[config.mk]
export PLATFORM = sky130hd
export DESIGN_NAME = req_ack_sender_fifo
export DESIGN_NICKNAME = d
export VERILOG_FILES = /design/src/rtl/req_ack_sender_fifo.sv
export SDC_FILE = /design/constraint.sdc
export NUM_CORES = 1
export LEC_CHECK = 0
export ABC_AREA = 1
export CAP_MARGIN = 5
export CORE_UTILIZATION = 61
export CTS_BUF_LIST = sky130_fd_sc_hd__clkbuf_8
export DETAILED_ROUTE_END_ITERATION = 10
export GPL_TIMING_DRIVEN = 0
export PLACE_DENSITY = 0.84
export RECOVER_POWER = 50
export SYNTH_ARGS = -nofsm -noshare
export SYNTH_HDL_FRONTEND = slang
export SYNTH_SLANG_ARGS = --single-unit
[constraint.sdc]
create_clock -name clk1 -period 5.55 [get_ports clk1]
set_input_delay 1.3875 -clock clk1 [delete_from_list [all_inputs] [get_ports clk1]]
set_output_delay 1.3875 -clock clk1 [all_outputs]
set_load 0.05 [all_outputs]
[src/rtl/req_ack_sender_fifo.sv]
// FIFO-buffered REQ/ACK sender: words queue in clk1 and cross one at a time using a 2-phase or 4-phase handshake.
// Optional macro REQ_ACK_SYNC_EN inserts a 2-flop synchronizer on ack.
module req_ack_sender_fifo #(
  parameter int DWIDTH     = 8,
  parameter int DEPTH      = 4,
  parameter int FOUR_PHASE = 0
) (
  input  logic                     clk1,
  input  logic                     rst1_n,
  input  logic                     valid,
  output logic                     ready,
  input  logic [DWIDTH-1:0]        din,
  output logic                     req,
  input  logic                     ack,
  output logic [DWIDTH-1:0]        dout,
  output logic                     busy,
  output logic [$clog2(DEPTH):0]   count
);

  localparam int AW = $clog2(DEPTH);
  localparam int CW = AW + 1;

  typedef enum logic [1:0] {
    ST_IDLE,
    ST_WAIT,
    ST_WAIT_HI,
    ST_WAIT_LO
  } state_t;

  state_t              state;
  state_t              state_next;
  logic [DWIDTH-1:0]   mem [DEPTH];
  logic [AW-1:0]       wr_ptr;
  logic [AW-1:0]       rd_ptr;
  logic                ack_s;
  logic                push;
  logic                launch;
  logic                req_next;

`ifdef REQ_ACK_SYNC_EN
  logic ack_meta;
  logic ack_sync;

  // ack may come straight from clk2, so resolve it through two clk1 flops
  always_ff @(posedge clk1 or negedge rst1_n) begin
    if (!rst1_n) begin
      ack_meta <= 1'b0;
      ack_sync <= 1'b0;
    end else begin
      ack_meta <= ack;
      ack_sync <= ack_meta;
    end
  end

  assign ack_s = ack_sync;
`else
  assign ack_s = ack;
`endif

  assign ready = (count != CW'(DEPTH));
  assign push  = valid & ready;
  assign busy  = (state != ST_IDLE);

  always_comb begin
    state_next = state;
    launch     = 1'b0;
    req_next   = req;
    case (state)
      ST_IDLE: begin
        if (count != '0) begin
          launch     = 1'b1;
          state_next = (FOUR_PHASE != 0) ? ST_WAIT_HI : ST_WAIT;
        end
      end
      // 2-phase completion chains straight into the next launch when words remain
      ST_WAIT: begin
        if (ack_s == req) begin
          if (count != '0) begin
            launch = 1'b1;
          end else begin
            state_next = ST_IDLE;
          end
        end
      end
      ST_WAIT_HI: begin
        if (ack_s) begin
          req_next   = 1'b0;
          state_next = ST_WAIT_LO;
        end
      end
      ST_WAIT_LO: begin
        if (!ack_s) begin
          state_next = ST_IDLE;
        end
      end
      default: state_next = ST_IDLE;
    endcase
    if (launch) begin
      req_next = (FOUR_PHASE != 0) ? 1'b1 : ~req;
    end
  end

  always_ff @(posedge clk1 or negedge rst1_n) begin
    if (!rst1_n) begin
      state  <= ST_IDLE;
      req    <= 1'b0;
      dout   <= '0;
      wr_ptr <= '0;
      rd_ptr <= '0;
      count  <= '0;
    end else begin
      state <= state_next;
      req   <= req_next;
      if (push) begin
        wr_ptr <= wr_ptr + 1'b1;
      end
      if (launch) begin
        dout   <= mem[rd_ptr];
        rd_ptr <= rd_ptr + 1'b1;
      end
      case ({push, launch})
        2'b10:   count <= count + 1'b1;
        2'b01:   count <= count - 1'b1;
        default: count <= count;
      endcase
    end
  end

  // storage needs no reset; emptiness is tracked by count and pointers
  always_ff @(posedge clk1) begin
    if (push) begin
      mem[wr_ptr] <= din;
    end
  end

endmodule
# Word-level counts from Yosys, hierarchy flattened
# Memories as Yosys holds them, arrays and structs flattened. A register that Yosys moved wholly into a read port is not among the register bits.
# Index checks and enable logic that the tools add are counted.
# W data, S select, Z words.
# totals
register_bits	10
mem_bits_rw	32
output_inout_bits	14
n_memories	1
# mem_list
memory	words	word_bits	rd	rd_clocked_by_memory_dff	wr	line	rtl
mem	4	8	1	1	1	32	logic [DWIDTH-1:0] mem [DEPTH];
# classes
n_addsub	4
n_eq_ne	12
mux	15
n_bitwise	2
reduce_logical	9
# ops
cell	n
$mux W2	5
$ne A2 B2 Y1 const B	5
$pmux W2 S4	1
$reduce_bool A2 Y1	4
$mux W1	7
$eq A2 B2 Y1 const B	3
$pmux W3 S2	1
$reduce_and A5 Y1	1
$add A2 B1 Y2 const B	2
$eq A2 B1 Y1 const B	2
$add A3 B1 Y3 const B	1
$ne A3 B3 Y1 const B	1
$reduce_bool A3 Y1	1
$sub A3 B1 Y3 const B	1
$logic_not A2 Y1	1
$pmux W1 S2	1
$reduce_and A2 Y1	1
$and A1 B1 Y1	1
$eq A1 B1 Y1	1
$logic_not A1 Y1	1
$not A1 Y1	1

# Depth between registers and ports, before layout
# logic_depth
word_depth	6
mapped_depth	11
mapped_depth_nobuf	11

# Worst setup path before layout
# Ideal clock, no wire load.
# synth_path
path_kind	input-to-reg
start	in ack
end	reg count[2]
setup_time_ns	0.079
t_arrival_ns	2.903
setup_slack_ns	2.568
cell_stages	11
path_cell_list	inv_1 -> nand2_1 -> nand3_1 -> inv_1 -> nor2_4 -> ha_1 -> inv_1 -> fa_1 -> or2_2 -> nand2_1 -> xor2_1
# synth_via
elab_chain_cells	5
elab_cells_between_ends	7
classes_between	eq/ne: 3; mux: 3; reduce/logical: 1
# synth_rtl
element	line	rtl
start, declared	14	input logic ack,
$eq A1 B1 Y1 (*)	77	if (ack_s == req) begin
$mux W1 (*)	77	
$pmux W1 S2 (*)	68	case (state)
net launch	37	logic launch;
$eq A2 B1 Y1 or $eq A2 B2 Y1 (tied branches)	121	case ({push, launch})
$pmux W3 S2 or $reduce_bool A2 Y1 (tied branches)	--	
end signal, assigned	122	2'b10: count <= count + 1'b1;
end signal, assigned	123	2'b01: count <= count - 1'b1;
end signal, assigned	124	default: count <= count;
end, declared	17	output logic [$clog2(DEPTH):0] count
# Mark *: on every way through the listed nets, which the timed path passes. The rest lies on a longest branch.
# A chain may end at the register's enable or synchronous reset.

# Worst setup path in the final report
# Ends and elaborated chain as after synthesis.

==> out/results.ini <==
[grt]
grt_max_degree = 19
antenna_found_initial = 0
grt_pass1_vias = 1340
grt_pass1_wl_um = 5530
grt_overflow = 0
grt_use_total_pct = 21.9

[run_status]
status = finished, final reports clean

[clock_network]
clock_latency_ns = 0.29
post-cts-setup-buffer-count = 0
hold_buffers = 0
cts_root_buffer = clkbuf_8
post_cts_resized = 0
cts_tree = built
cts_buffers = 5
cts_buffer_depth = 2
h-tree-depth = 2
path_clk_slew_ns = 0.08
clock-sinks = 50

[logic_synthesis]
synthFlopType = edfxtp_1
synth-seq-cells = 50
synth_edf_count = 32
netlist_top_cells_area = edfxtp_1, dfrtp_1, nand2_1
yosysTopAreaCellShare_pct = 44.8
synth_cell_type_count = 22
syn_area_per_cell_um2 = 10.7
syn_area_mm2 = 0.00215
netlist_instances = 200
synth-async-reset-ratio_pct = 36.0
yosysSeqAreaShare_pct = 65.8
syn_nets = 218
yosysWarnings = 0
synth_top_area_cell = edfxtp_1

[routing]
vias = 1419
drt-pass1-iter-count = 4
vias_per_cell = 5.09
ant_nets = 0
wirelength_um = 3720
drt_iter0_drc = 67
wl_per_cell_um = 13.3
drc = 0

[timing]
period_minus_slack_ns = 3.88
whs_ns = 0.482
drv_slew = 0
setup_viol = 0
final.setup.tns_ns = 0
period_share_pct = 69.8
fmax_mhz = 258
slew_headroom_pct = 43.0
worst_pin_slew_ns = 0.852
clock_skew_ns = 0.00180
finalHoldViolCount = 0
rsz0062_at_grt = false

[setup_path]
crit_arrival_ns = 4.10
crit_family = simple AND/OR/NAND/NOR gates
max_stage_delay_ns = 0.59
crit_fanout = 10
critical_path_class = input port to register
crit_buf_inv = 4
critPathRequiredTime_ns = 5.78
cp_slowest_cell = dlygate4sd3_1
worstPathCellList = dlygate4sd3_1 > inv_1 > nand2_1 > nand3_1 > inv_1 > nor2_1 > ha_1 > inv_1 > fa_1 > or2_2 > nand2_1 > xor2_1
end_kind = register
crit_path_start_kind = input port
cp_common_cell = inv_1

[place]
port_buffers = 25
finalWeightedCongestion = 0.762
dp.final_hpwl_um = 2450
place_area_mm2 = 0.00245

[finish]
syn2layout_area_growth_pct = 17.7
fillCellCount = 264
n_antenna_cell = 0
seq_area_mm2 = 0.00141
finalNetCount = 250
multi_input_area_um2 = 609
design_area_mm2 = 0.00252
drive_gt1_share_pct = 9.01

[floorplan]
num_rows = 21
die_width_um = 61.3
core_area_mm2 = 0.00336
dieHeight_um = 61.3
io_pins = 26
dieArea_mm2 = 0.00376
start_util_pct = 63.8

[pwr]
power_uw = 1510
power_per_cell_area_mw_per_mm2 = 597
ir_worst_vdd_mv = 0.305
power_leakage_uw = 0.00107

[job]
maxCapViolations = 0

[hold_path]
hp-class = register to register

[routing by layer]
layer	vias to the layer above	part of all wire (%)	global-route usage [%]
met5	-	0	0
met4	0	1.1	14.6
met3	5	5.9	4.83
met2	38	54	39.4
met1	668	38	22.9
li1	708	-	-
[tightest hold or removal path: stages (launching register included)]
cell	delay (ns)
dfrtp_1	0.35
nand2_1	0.05
nand2_1	0.05
[logic make-up after synthesis]
| kind of cell | after synthesis | share of synthesized area (%) |
|---|---|---|
| simple gates | 93 | 18.0 |
| flops | 50 | 65.8 |
| buf+inv | 24 | 5.36 |
| compound gates | 23 | 5.42 |
| fa+ha+maj | 6 | 3.85 |
| xor+xnor | 4 | 1.63 |
[cell usage in the layout, fill, tap and decap left out, drive strengths merged]
cell           instances
clkinvlp               1
xnor2                  2
xor2                   2
nor2                  32
a31oi                  1
edfxtp                32
buf                    5
o21ai                 18
ha                     5
inv                   18
dfrtp                 18
dlygate4sd3           11
nand3                  3
clkbuf                 6
clkdlybuf4s50         14
fa                     1
or2                    9
clkinv                 2
nand2                 49
a21oi                  4
[sequential cells by signal, summed over array words and instances, names as in the netlist]
| name | flops |
|---|---|
| mem | 32 |
| rd_ptr | 2 |
| state | 2 |
| count | 3 |
| wr_ptr | 2 |
| req | 1 |
| dout | 8 |
[final cells by class]
class                   count  share of cell area, %
well taps                  46                   2.28
plain buffers               6                   1.64
multi-input cells         126                   24.1
repair buffers             25                   9.91
clock inverters             3                  0.644
inverters                  18                   2.78
clock buffers               5                   2.73
flip-flops and latches     50                   55.9
[cells in the mapped netlist (2+ instances only)]
| master | n |
|---|---|
| nand3_1 | 3 |
| buf_2 | 3 |
| ha_1 | 5 |
| dfrtp_1 | 18 |
| or2_2 | 8 |
| xor2_1 | 2 |
| edfxtp_1 | 32 |
| nor2_1 | 31 |
| nand2_1 | 48 |
| inv_1 | 17 |
| buf_6 | 2 |
| o21ai_0 | 16 |
| o21ai_1 | 2 |
| xnor2_1 | 2 |
| a21oi_1 | 4 |
[through the flow]
step,cells,util (%),setup slack [ns]
floorplan,200,-,2.57
global placement,271,73.0,1.91
detailed placement,271,73.0,1.85
CTS,279,75.5,2.15
global route,279,75.1,1.47
finish,279,75.1,1.67
[power by group]
group          internal (uW)  switching (uW)
Sequential               515            50.4
Combinational            248             498
Clock                   86.2             110
[final timing paths]
kind                         start       end  slack (ns)  cells past startpoint
setup reg to reg               req  count[2]        2.97                     11
hold / removal             dout[5]   dout[5]        0.48                      2
hold reg to reg            dout[5]   dout[5]        0.48                      2
max in group asynchronous   rst1_n   dout[2]        3.45                      1
min in group asynchronous   rst1_n  count[2]        1.61                      1
setup / recovery               ack  count[2]        1.67                     12
No activity file was read; power rests on OpenSTA's default activity.
